==> src/rtl/vector_mem_sequencer.sv <==
// -----------------------------------------------------------------------------
// vector_mem_sequencer
//
// Sequences a vector load (VLD) or vector store (VST) through the single
// ELEM_W-bit data-memory port, one element per accepted handshake. The
// instruction fields are snapshotted on start. When the instruction finishes,
// the block pulses done, and it also pulses vec_we for loads.
//
// Ports:
//   clk        rising-edge clock
//   rst_n      asynchronous active-low reset
//   start      begin an instruction (sampled in IDLE only)
//   functype   4'b0100 = VLD, 4'b0101 = VST, other codes ignored
//   base       scalar base address
//   offset     6-bit signed immediate offset
//   vec_in     store vector, element 0 in the low bits
//   busy       high while an instruction is in ACCESS or DONE
//   done       one-cycle completion pulse
//   vec_we     load write-back strobe, coincident with done for VLD
//   vec_out    assembled load vector
//   mem_addr   element address (0 when no request is active)
//   mem_re     read request
//   mem_we     write request
//   mem_wdata  store element
//   mem_rdata  load element, valid in the mem_ready cycle
//   mem_ready  memory accepts/completes the current request
// -----------------------------------------------------------------------------
module vector_mem_sequencer #(
    parameter int ELEMS  = 16,
    parameter int ELEM_W = 16
) (
    input  logic                     clk,
    input  logic                     rst_n,
    input  logic                     start,
    input  logic [3:0]               functype,
    input  logic [15:0]              base,
    input  logic [5:0]               offset,
    input  logic [ELEMS*ELEM_W-1:0]  vec_in,
    output logic                     busy,
    output logic                     done,
    output logic                     vec_we,
    output logic [ELEMS*ELEM_W-1:0]  vec_out,
    output logic [15:0]              mem_addr,
    output logic                     mem_re,
    output logic                     mem_we,
    output logic [ELEM_W-1:0]        mem_wdata,
    input  logic [ELEM_W-1:0]        mem_rdata,
    input  logic                     mem_ready
);

    localparam int IDX_W = (ELEMS > 1) ? $clog2(ELEMS) : 1;
    localparam logic [3:0] FT_VLD = 4'b0100;
    localparam logic [3:0] FT_VST = 4'b0101;

    typedef enum logic [1:0] {
        IDLE,
        ACCESS,
        DONE
    } state_t;

    state_t                     state;
    logic [IDX_W-1:0]           idx;
    logic [IDX_W-1:0]           idx_nxt;
    logic [15:0]                ea;
    logic [15:0]                ea_start;
    logic                       is_st;
    logic                       start_ok;
    logic [ELEMS*ELEM_W-1:0]    snap;

    always_comb begin
        idx_nxt  = idx + IDX_W'(1);
        // Sign-extend the offset; the sum wraps mod 2^16.
        ea_start = base + {{10{offset[5]}}, offset};
        start_ok = start && ((functype == FT_VLD) || (functype == FT_VST));
    end

    // Request outputs are preloaded one cycle ahead (on start or on the
    // accepting handshake), so they never depend combinationally on mem_ready.
    always_ff @(posedge clk or negedge rst_n) begin
        if (!rst_n) begin
            state     <= IDLE;
            idx       <= '0;
            ea        <= '0;
            is_st     <= 1'b0;
            snap      <= '0;
            busy      <= 1'b0;
            done      <= 1'b0;
            vec_we    <= 1'b0;
            vec_out   <= '0;
            mem_addr  <= '0;
            mem_re    <= 1'b0;
            mem_we    <= 1'b0;
            mem_wdata <= '0;
        end else begin
            case (state)
                IDLE: begin
                    if (start_ok) begin
                        is_st     <= (functype == FT_VST);
                        ea        <= ea_start;
                        snap      <= vec_in;
                        idx       <= '0;
                        mem_addr  <= ea_start;
                        mem_re    <= (functype == FT_VLD);
                        mem_we    <= (functype == FT_VST);
                        mem_wdata <= vec_in[ELEM_W-1:0];
                        busy      <= 1'b1;
                        state     <= ACCESS;
                    end
                end
                ACCESS: begin
                    if (mem_ready) begin
                        if (!is_st) begin
                            vec_out[int'(idx)*ELEM_W +: ELEM_W] <= mem_rdata;
                        end
                        if (idx == IDX_W'(ELEMS - 1)) begin
                            mem_re   <= 1'b0;
                            mem_we   <= 1'b0;
                            mem_addr <= '0;
                            done     <= 1'b1;
                            vec_we   <= !is_st;
                            state    <= DONE;
                        end else begin
                            idx       <= idx_nxt;
                            mem_addr  <= ea + 16'(idx_nxt);
                            mem_wdata <= snap[int'(idx_nxt)*ELEM_W +: ELEM_W];
                        end
                    end
                end
                DONE: begin
                    done   <= 1'b0;
                    vec_we <= 1'b0;
                    busy   <= 1'b0;
                    state  <= IDLE;
                end
                default: begin
                    state <= IDLE;
                end
            endcase
        end
    end

endmodule

==> config.mk <==
export PLATFORM = sky130hd
export DESIGN_NAME = vector_mem_sequencer
export DESIGN_NICKNAME = d
export VERILOG_FILES = /design/src/rtl/vector_mem_sequencer.sv
export SDC_FILE = /design/constraint.sdc
export NUM_CORES = 1
export LEC_CHECK = 0
export CAP_MARGIN = 40
export CORE_AREA = 2 2 233 235
export CTS_BUF_LIST = sky130_fd_sc_hd__clkbuf_8 sky130_fd_sc_hd__clkbuf_16
export CTS_CLUSTER_DIAMETER = 120
export DETAILED_ROUTE_END_ITERATION = 12
export DIE_AREA = 0 0 235 237
export PLACE_DENSITY = 0.73
export SLEW_MARGIN = 10
export SYNTH_ARGS = -nofsm -noshare
export SYNTH_HDL_FRONTEND = slang
export SYNTH_SLANG_ARGS = --single-unit
==> constraint.sdc <==
create_clock -name clk -period 9 [get_ports clk]
set_clock_uncertainty 0.05 [all_clocks]
set_input_delay 0.9 -clock clk [delete_from_list [all_inputs] [get_ports clk]]
set_output_delay 0.9 -clock clk [all_outputs]
set_load 0.02 [all_outputs]
==> flow_summary_export.csv, run 1 <==
group,metric,value,unit
placement,place.gp.congestion,0.8797,
finish,final_cell_area,34030,sq um
finish,nets,3542,
floorplan,rows,85,
global_routing,grt.total_usage,29.83,%
cts,htreeDepth,2,
global_routing,grt_pass1_wl,128000,microns
route,drt_iter0_markers,1734,
cts,postCtsHoldBufs,0,
sta,worst_slack,4638,ps
route,drc,0,
setup_path,path_max_fanout,42,
synthesis,syn-instance-count,2676,
run,cap_violations,0,
outcome,status,"complete, no violations",
sta,relSlewSlack,29.07,%
cts,clk_latency,620,ps
worst_hold_path,hold_class,"in2async",
floorplan,ioPinCount,595,
sta,rsz0062_at_grt,"false",
synthesis,ys_warn_count,0,
route,drt_wl_total,83490,microns
sta,finalSetupTns,0,ps
setup_path,crit_type,"reg2reg",
synthesis,synth_top_family_by_area,"simple AND/OR/NAND/NOR gates",
cts,cts_tree,"done",
sta,hold_viol,0,
global_routing,grt_max_degree,198,
finish,layout-drive-gt1-share,7.909,%
cts,numCtsBuffers,58,
setup_path,reg2reg_depth,11,
global_routing,grt_pass1_vias,21380,
synthesis,synth-compound-area-share,7.727,%
placement,place.port_buffers,594,
synthesis,yosys.area_share.simple,21.41,%
synthesis,yosysSeqAreaShare,56.63,%
setup_path,startpoint_type,"flop",
route,wl_per_cell,21.08,microns
floorplan,die_h,237,microns
cts,root_buffer,"clkbuf_16",
sta,max_slew.worst_pin.slew,1064,ps
synthesis,netlist-cell-type-count,59,
floorplan,initial_core_util,47.44,%
synthesis,async_flop_share,100.0,%
synthesis,syn_area_per_cell,9.445,sq um
route,dr_total_vias,21416,
finish,area_delta_synth_final,34.63,%
pwr,peakVddDrop,0.0001680,V
synthesis,synthAdderAreaFrac,1.297,%
route,wl_met1,30810,microns
synthesis,syn-cell-area,25280,sq um
floorplan,core_area,53280,sq um
cts,postCtsSetupBuffers,0,
placement,post-dp-hpwl,60280,microns
sta,max_freq,0.2293,GHz
finish,final_common_cell,"nand2_1",
cts,cts.sinks,572,
pwr,p_sw,0.002955,W
sta,min_period_over_period,48.47,%
finish,final_cell_mix,"1309 x nand2_1, 593 x clkdlybuf4s50_1, 571 x dfrtp_1",
global_routing,grt_overflow,0,
setup_path,worst_ep_required_time,9430,ps
sta,maxSlewViolCount,0,
sta,hold_slack,346.2,ps
placement,place_worst_setup_slack,4656,ps
pwr,p_leak,15.45,nW
cts,path_clk_slew,60,ps
pwr,p_int,0.005783,W
synthesis,synth_ff_type,"dfrtp_1",
route,top_layer,"met5",
setup_path,cp.arrival,4790,ps
setup_path,critPathCaptureType,"flop",
finish,n_fill_cell,4216,
pwr,swShare,33.82,%
placement,place_area,32000,sq um
synthesis,synth_seq_cells,572,
sta,period_needed,4362,ps
cts,clockBufferDepth,3,
synthesis,syn_nets,3003,
route,ant_nets,0,
cts,postCtsResizedCells,0,
global_routing,grt_antenna_before_repair,11,
sta,finalSetupViolCount,0,
route,wl_met2,41880,microns
floorplan,die_area,55700,sq um
synthesis,synth-xor-area-share,1.208,%
route,met3_length,6808,microns
pwr,pwr-share-seq,38.0,%
synthesis,synth-edff-count,0,
pwr,pwr-share-comb,33.6,%
route,vias_per_cell,5.407,
pwr,power.density,256.8,nW/um^2
pwr,p_clk_share,28.3,%
synthesis,muxShareOfSynthArea,8.594,%
floorplan,die_w,235,microns
route,dr.pass1.iters,6,
[path summary, 6_finish.rpt]
kind,endpoint,from,slack [ps]
max in group asynchronous,snap[35],rst_n,6490
hold reg to reg,snap[113],snap[113],420
setup reg to reg,mem_addr[15],idx[0],4640
min in group clk,snap[113],snap[113],420
hold / removal,vec_out[56],rst_n,350
setup / recovery,mem_addr[15],idx[0],4640
[synth_stat cells (all sizes together), types with 2 or more instances]
| cell | count | share of area, % |
|---|---|---|
| o22ai | 16 | 0.40 |
| fa | 2 | 0.16 |
| mux2 | 32 | 1.4 |
| and2 | 3 | 0.074 |
| xor2 | 17 | 0.59 |
| dfrtp | 572 | 57 |
| xnor2 | 14 | 0.62 |
| a31oi | 3 | 0.074 |
| nor2 | 41 | 0.63 |
| nand2 | 1309 | 19 |
| nand2b | 7 | 0.17 |
| o21a | 6 | 0.18 |
| nor2b | 6 | 0.15 |
| a22oi | 2 | 0.059 |
| a221oi | 5 | 0.20 |
| a211oi | 3 | 0.11 |
| o221ai | 5 | 0.17 |
| clkbuf | 115 | 1.7 |
| a21o | 6 | 0.18 |
| a21oi | 24 | 0.48 |
| nor3 | 6 | 0.18 |
| a22o | 2 | 0.069 |
| o211a | 2 | 0.079 |
| o21ai | 267 | 5.3 |
| and4 | 3 | 0.10 |
| nand3 | 14 | 0.28 |
| ha | 23 | 1.1 |
| mux4 | 80 | 7.1 |
| o21bai | 3 | 0.089 |
| inv | 8 | 0.12 |
| and3 | 4 | 0.099 |
| nand4 | 6 | 0.17 |
| buf | 57 | 1.3 |
[per-stage QoR]
step	std cells	power (W)	util, %
after floorplan	2676	0.005050	-
after detailed placement	3849	0.006305	60.06
after global placement	3820	0.006169	59.35
after global routing	3959	0.009148	63.85
final	3961	0.008738	63.86
after CTS	3956	0.008801	63.77
[cell type report]
type	count	area (sq um)	area share, %
Multi-Input combinational cell	1924	10220	30.04
Clock inverter	31	265.3	0.7795
Timing Repair Buffer	651	6605	19.41
Clock buffer	76	1710	5.026
Tap cell	696	870.8	2.559
Inverter	8	30.03	0.08825
Sequential cell	572	14320	42.08
Antenna cell	3	7.507	0.02206
[power groups by stage]
stage / Combinational, W / Sequential, W / Clock, W
floorplan: 0.00162 / 0.00343 / 0
global placement: 0.00283 / 0.00334 / 0
detailed placement: 0.00294 / 0.00336 / 0
CTS: 0.00296 / 0.00332 / 0.00251
global route: 0.00315 / 0.00337 / 0.00262
finish: 0.00294 / 0.00332 / 0.00248
[worst max-delay path, stage by stage, from the launching register on]
cell       delay (ps)
dfrtp_4           950
inv_1             250
ha_4              710
buf_4             610
ha_1              260
a21oi_1            50
o21ai_0           500
nand4_1           200
xnor2_1           170
a21oi_1           160
a2bb2oi_1         180
o41ai_1            90
[kinds of logic after synthesis]
logic type | after synthesis
AOI/OAI and AO/OA | 352
xor gates and xnor gates | 31
adders and majority gates | 25
buffers and inverters | 180
DFF | 572
muxes | 113
and+or+nand+nor | 1403
[metal layers]
metal / track usage (%) / up-vias
met5: 0 / -
met4: 13.23 / 14
met3: 7.018 / 190
met2: 51.19 / 903
met1: 35.91 / 10484
li1: - / 9825
[registers in the layout (all words and copies together) (netlist names)]
| signal | count |
|---|---|
| mem_wdata | 16 |
| ea | 16 |
| mem_re | 1 |
| mem_addr | 16 |
| busy | 1 |
| state | 2 |
| vec_out | 256 |
| snap | 256 |
| vec_we | 1 |
| mem_we | 1 |
| is_st | 1 |
| done | 1 |
| idx | 4 |
(Power assumes the default switching activity.)
==> run 2, diff against run 1 <==
- CORE_AREA: 2 2 233 235 -> unset
- CORE_UTILIZATION: unset -> 46
- DIE_AREA: 0 0 235 237 -> unset
- PLACE_DENSITY: 0.73 -> 0.74
- clock period: 9 -> 3.6 ns (I/O delays scaled with it)
==> flow_summary_export.csv, run 2 (synthesis results as in run 1) <==
group,metric,value,unit
sta,max_slew.worst_pin.slew,1427,ps
setup_path,startpoint,"idx[0]",
sta,hold_viol,0,
cts,postCtsSetupBuffers,0,
finish,multi_input_area,10220,sq um
finish,layout-drive-gt1-share,8.333,%
cts,clockBufferDepth,3,
worst_hold_path,hold_class,"in2reg",
setup_path,path_max_fanout,14,
sta,finalSetupViolCount,0,
floorplan,ioPinCount,595,
setup_path,critPathCaptureType,"flop",
route,drt_wl_total,83830,microns
sta,min_period_over_period,83.07,%
setup_path,startpoint_type,"flop",
setup_path,worst_ep_required_time,4050,ps
route,top_layer,"met5",
setup_path,crit_top_cell,"ha_1",
floorplan,die_area,55890,sq um
cts,clk_latency,630,ps
outcome,status,"complete, no violations",
global_routing,grt_pass1_wl,128100,microns
floorplan,die_h,236.4,microns
setup_path,crit_path_top_delay_cell,"dfrtp_4",
route,wl_per_cell,21.07,microns
placement,place.port_buffers,594,
setup_path,critPathMaxStageDelay,570,ps
finish,nets,3560,
cts,cts.sinks,572,
route,drc,0,
cts,path_clk_slew,60,ps
cts,htreeDepth,2,
finish,n_fill_cell,4351,
route,drt_iter0_markers,1740,
route,met3_length,6330,microns
placement,place.gp.congestion,0.8926,
sta,relSlewSlack,4.889,%
sta,maxSlewViolCount,0,
global_routing,grt_overflow,0,
setup_path,critical_path.top_delay_family,"compound AO/OA/AOI/OAI gates",
floorplan,die_w,236.4,microns
floorplan,rows,85,
sta,period_needed,2991,ps
global_routing,grt_antenna_before_repair,10,
route,ant_nets,0,
route,dr.pass1.iters,5,
cts,root_buffer,"clkbuf_16",
global_routing,grt_max_degree,266,
run,cap_violations,0,
finish,top_regs,"snap: 256 flops, vec_out: 256 flops",
finish,area_delta_synth_final,35.38,%
pwr,power.density,631.1,nW/um^2
placement,post-dp-hpwl,60680,microns
worst_hold_path,hold_path_startpoint,"vec_in[27]",
finish,final_cell_area,34220,sq um
placement,place_area,32270,sq um
route,vias_per_cell,5.421,
global_routing,grt.total_usage,30.09,%
setup_path,worstPathCellList,"ha_1, xnor2_4, inv_1, ha_1, nand2_1, o21ai_0, nand4_1, xnor2_1, a21oi_1, a2bb2oi_1, o41ai_1",
setup_path,cp.arrival,3440,ps
cts,numCtsBuffers,59,
global_routing,grt_pass1_vias,21438,
route,wl_met2,41670,microns
sta,rsz0062_at_grt,"false",
sta,max_freq,0.3344,GHz
finish,final_cell_mix,"1309 x nand2_1, 593 x clkdlybuf4s50_1, 571 x dfrtp_1",
cts,cts_tree,"done",
finish,final_common_cell,"nand2_1",
route,wl_met1,31790,microns
pwr,p_leak,15.52,nW
floorplan,core_area,54030,sq um
pwr,peakVddDrop,0.0005944,V
floorplan,initial_core_util,46.78,%
sta,finalSetupTns,0,ps
route,dr_total_vias,21570,
setup_path,crit_type,"reg2reg",
finish,seqCellArea,14320,sq um
setup_path,rr_startpoint,"idx[0]",
setup_path,cp_num_buf_inv,1,
==> run 2: cell count changes in the layout (fill, tap and decap cells not counted), moves of 2 or more <==
cell | before | now
inv_1 | 20 | 18
bufinv_16 | 4 | 2
buf_4 | 34 | 41
diode_2 | 3 | 7
clkbuf_8 | 17 | 13
buf_12 | 4 | 12
clkinvlp_4 | 1 | 4
==> run 2: report_power, final <==
part	switching [W]	internal, W
registers	0.000734	0.00748
logic	0.00399	0.00339
clock network	0.00258	0.00342
==> run 2: final cells by class <==
cell class,count,area share (%)
Clock buffer,73,4.911
Tap cell,696,2.545
Inverter,8,0.08776
Timing Repair Buffer,668,20.05
Clock inverter,31,0.6472
Multi-Input combinational cell,1924,29.87
Antenna cell,7,0.05119
Sequential cell,572,41.84
==> run 2: worst paths after layout <==
path / endpoint / slack (ps) / cells past startpoint
max reg2reg: mem_addr[15] / 610 / 11
max in group asynchronous: idx[0] / 2070 / 4
min: snap[27] / 210 / 3
min in group asynchronous: vec_out[35] / 290 / 2
min reg2reg: snap[153] / 420 / 2
max: mem_addr[15] / 610 / 11
==> run 2: timing repair <==
action / CTS / global route
endpoints found under the hold margin: 78 / 0
hold buffers: 1 / 0
resized for setup: 0 / 0
==> run 2: worst reg2reg max path: stages, from the launching register on <==
cell	delay, ps
dfrtp_4	570
ha_1	340
xnor2_4	180
inv_1	60
ha_1	340
nand2_1	60
o21ai_0	510
nand4_1	190
xnor2_1	170
a21oi_1	160
a2bb2oi_1	160
o41ai_1	80
==> run 2: through the flow <==
step,total power [W],util (%),cells,hold WS (ps),setup WS (ps)
after global routing,0.02262,63.33,3979,201.4,392.0
after floorplan,0.01263,-,2676,14.41,656.1
after detailed placement,0.01577,59.74,3866,370.6,460.1
after global placement,0.01554,59.10,3846,371.9,433.7
after CTS,0.02180,63.27,3971,182.0,580.9
final,0.02160,63.33,3979,207.1,609.4
==> run 2: layer usage <==
metal | GRT usage, % | vias to the layer above
li1 | - | 9857
met1 | 36.88 | 10574
met2 | 51.40 | 939
met3 | 5.840 | 194
met4 | 13.72 | 6
met5 | 0 | -
==> run 3, diff against run 2 <==
- CORE_AREA: unset -> 2 2 228 230
- CORE_UTILIZATION: 46 -> unset
- DIE_AREA: unset -> 0 0 230 232
- PLACE_DENSITY: 0.74 -> 0.76
- clock period: 3.6 -> 2.95 ns (I/O delays scaled with it)
==> flow_summary_export.csv, run 3 (synthesis results as in run 1) <==
group,metric,value,unit
outcome,status,"complete, no violations",
setup_path,critPathMaxStageDelay,490,ps
pwr,pwr-share-seq,37.8,%
sta,max_slew.worst_pin.slew,1239,ps
route,dr.pass1.iters,5,
setup_path,critPathCaptureType,"flop",
finish,n_fill_cell,3923,
sta,finalSetupTns,0,ps
global_routing,use_met3,5.869,%
route,vias_per_cell,5.461,
worst_hold_path,hold_class,"in2reg",
sta,relSlewSlack,17.39,%
setup_path,worstPathCellList,"ha_2, xnor2_4, inv_1, ha_1, nand2_1, o21ai_0, buf_4, nand4_1, xnor2_1, a21oi_1, a2bb2oi_1, o41ai_1",
finish,fin_util,67.21,%
placement,place_worst_setup_slack,-31.10,ps
floorplan,ioPinCount,595,
cts,clk_latency,630,ps
global_routing,grt_use_met2,53.62,%
sta,finalSetupViolCount,0,
placement,post-dp-hpwl,61300,microns
setup_path,worst_ep_required_time,3380,ps
sta,period_needed,2735,ps
pwr,swShare,33.72,%
cts,root_buffer,"clkbuf_16",
setup_path,critical_path.top_delay_family,"adder cells",
pwr,peakVddDrop,0.0006033,V
setup_path,path_max_fanout,8,
pwr,pwr-share-comb,34.3,%
floorplan,die_h,232,microns
floorplan,core_area,50890,sq um
pwr,p_leak,15.55,nW
cts,numCtsBuffers,57,
setup_path,reg2reg_slack,220,ps
route,wl_per_cell,21.05,microns
cts,path_clk_slew,60,ps
global_routing,grt_util_met1,38.58,%
global_routing,grt_pass1_vias,21528,
route,ant_nets,0,
setup_path,reg2reg_depth,12,
global_routing,grt-busiest-layer,"met2",
setup_path,crit_path_top_delay_cell,"dfrtp_1",
finish,layout-drive-gt1-share,8.721,%
run,cap_violations,0,
finish,final_common_cell,"nand2_1",
route,drt_iter0_markers,1860,
floorplan,die_w,230,microns
pwr,p_clk_share,27.9,%
sta,max_freq,0.3657,GHz
cts,postCtsSetupBuffers,0,
cts,cts_tree,"done",
pwr,p_sw,0.008930,W
sta,hold_viol,0,
finish,area_delta_synth_final,35.32,%
cts,clockBufferDepth,3,
finish,final_cell_area,34200,sq um
route,drt_wl_total,83680,microns
route,dr_total_vias,21709,
setup_path,startpoint_type,"flop",
global_routing,grt.total_usage,31.41,%
worst_hold_path,min_delay_path_depth,3,
setup_path,crit_type,"reg2reg",
setup_path,crit_cells,12,
sta,worst_slack,215.4,ps
placement,place.gp.congestion,0.8976,
placement,place_area,32260,sq um
sta,min_period_over_period,92.70,%
finish,nets,3571,
route,drc,0,
placement,place.port_buffers,594,
floorplan,rows,83,
finish,top_regs,"snap: 256 flops, vec_out: 256 flops",
global_routing,grt_max_degree,258,
finish,final_cell_mix,"1309 x nand2_1, 593 x clkdlybuf4s50_1, 571 x dfrtp_1",
sta,rsz0062_at_grt,"false",
setup_path,cp_num_buf_inv,2,
cts,cts.sinks,572,
pwr,p_int,0.01756,W
sta,hold_slack,152.7,ps
global_routing,grt_overflow,0,
setup_path,cp.arrival,3160,ps
floorplan,initial_core_util,49.67,%
sta,maxSlewViolCount,0,
pwr,power.density,774.4,nW/um^2
floorplan,die_area,53360,sq um
global_routing,grt_antenna_before_repair,6,
global_routing,grt_pass1_wl,128200,microns
cts,htreeDepth,2,
run 3: worst paths after layout:
| check | startpoint | endpoint |
|---|---|---|
| min reg2reg | snap[226] | snap[226] |
| min | vec_in[150] | snap[150] |
| max in group asynchronous | rst_n | vec_out[255] |
| max | idx[1] | mem_addr[15] |
| min in group asynchronous | rst_n | vec_out[49] |
| max reg2reg | idx[1] | mem_addr[15] |
run 3: cell type report:
cell class	count	area, sq um	share of cell area [%]
sequential	572	14320	41.86
multi-input combinational	1924	10220	29.89
timing repair buffer	681	6847	20.02
clock buffer	69	1592	4.653
tap	680	850.8	2.488
clock inverter	37	331.6	0.9695
inverter	8	30.03	0.08780
antenna	4	10.01	0.02927
run 3: per-layer routing:
layer | share of wire (%) | wire, microns
met1 | 38 | 31460
met2 | 50 | 41440
met3 | 7.3 | 6096
met4 | 5.6 | 4650
met5 | 0.030 | 25
run 3: repair_timing:
item,CTS,global route
setup endpoints to repair,0,2
hold endpoints to repair,67,0
hold buffers,1,0
gates resized for setup,0,1
run 3: per-stage QoR:
stage / std cells / total power (W)
2_1_floorplan: 2676 / 0.01541
3_3_place_gp: 3862 / 0.01896
3_5_place_dp: 3864 / 0.01927
4_1_cts: 3971 / 0.02665
5_1_grt: 3974 / 0.02774
6_report: 3975 / 0.02649
run 3: worst min-delay path: cells and delay by family:
kind                   cells  cell delay, ps
buffers and inverters      1             390
and+or+nand+nor            2              90
run 3: power by group through the flow:
| stage | Clock (W) | Sequential, W | Combinational [W] |
|---|---|---|---|
| 2_1_floorplan | 0 | 0.0105 | 0.00494 |
| 3_3_place_gp | 0 | 0.0101 | 0.00890 |
| 3_5_place_dp | 0 | 0.0101 | 0.00913 |
| 4_1_cts | 0.00748 | 0.0100 | 0.00917 |
| 5_1_grt | 0.00783 | 0.0102 | 0.00976 |
| 6_report | 0.00739 | 0.0100 | 0.00907 |
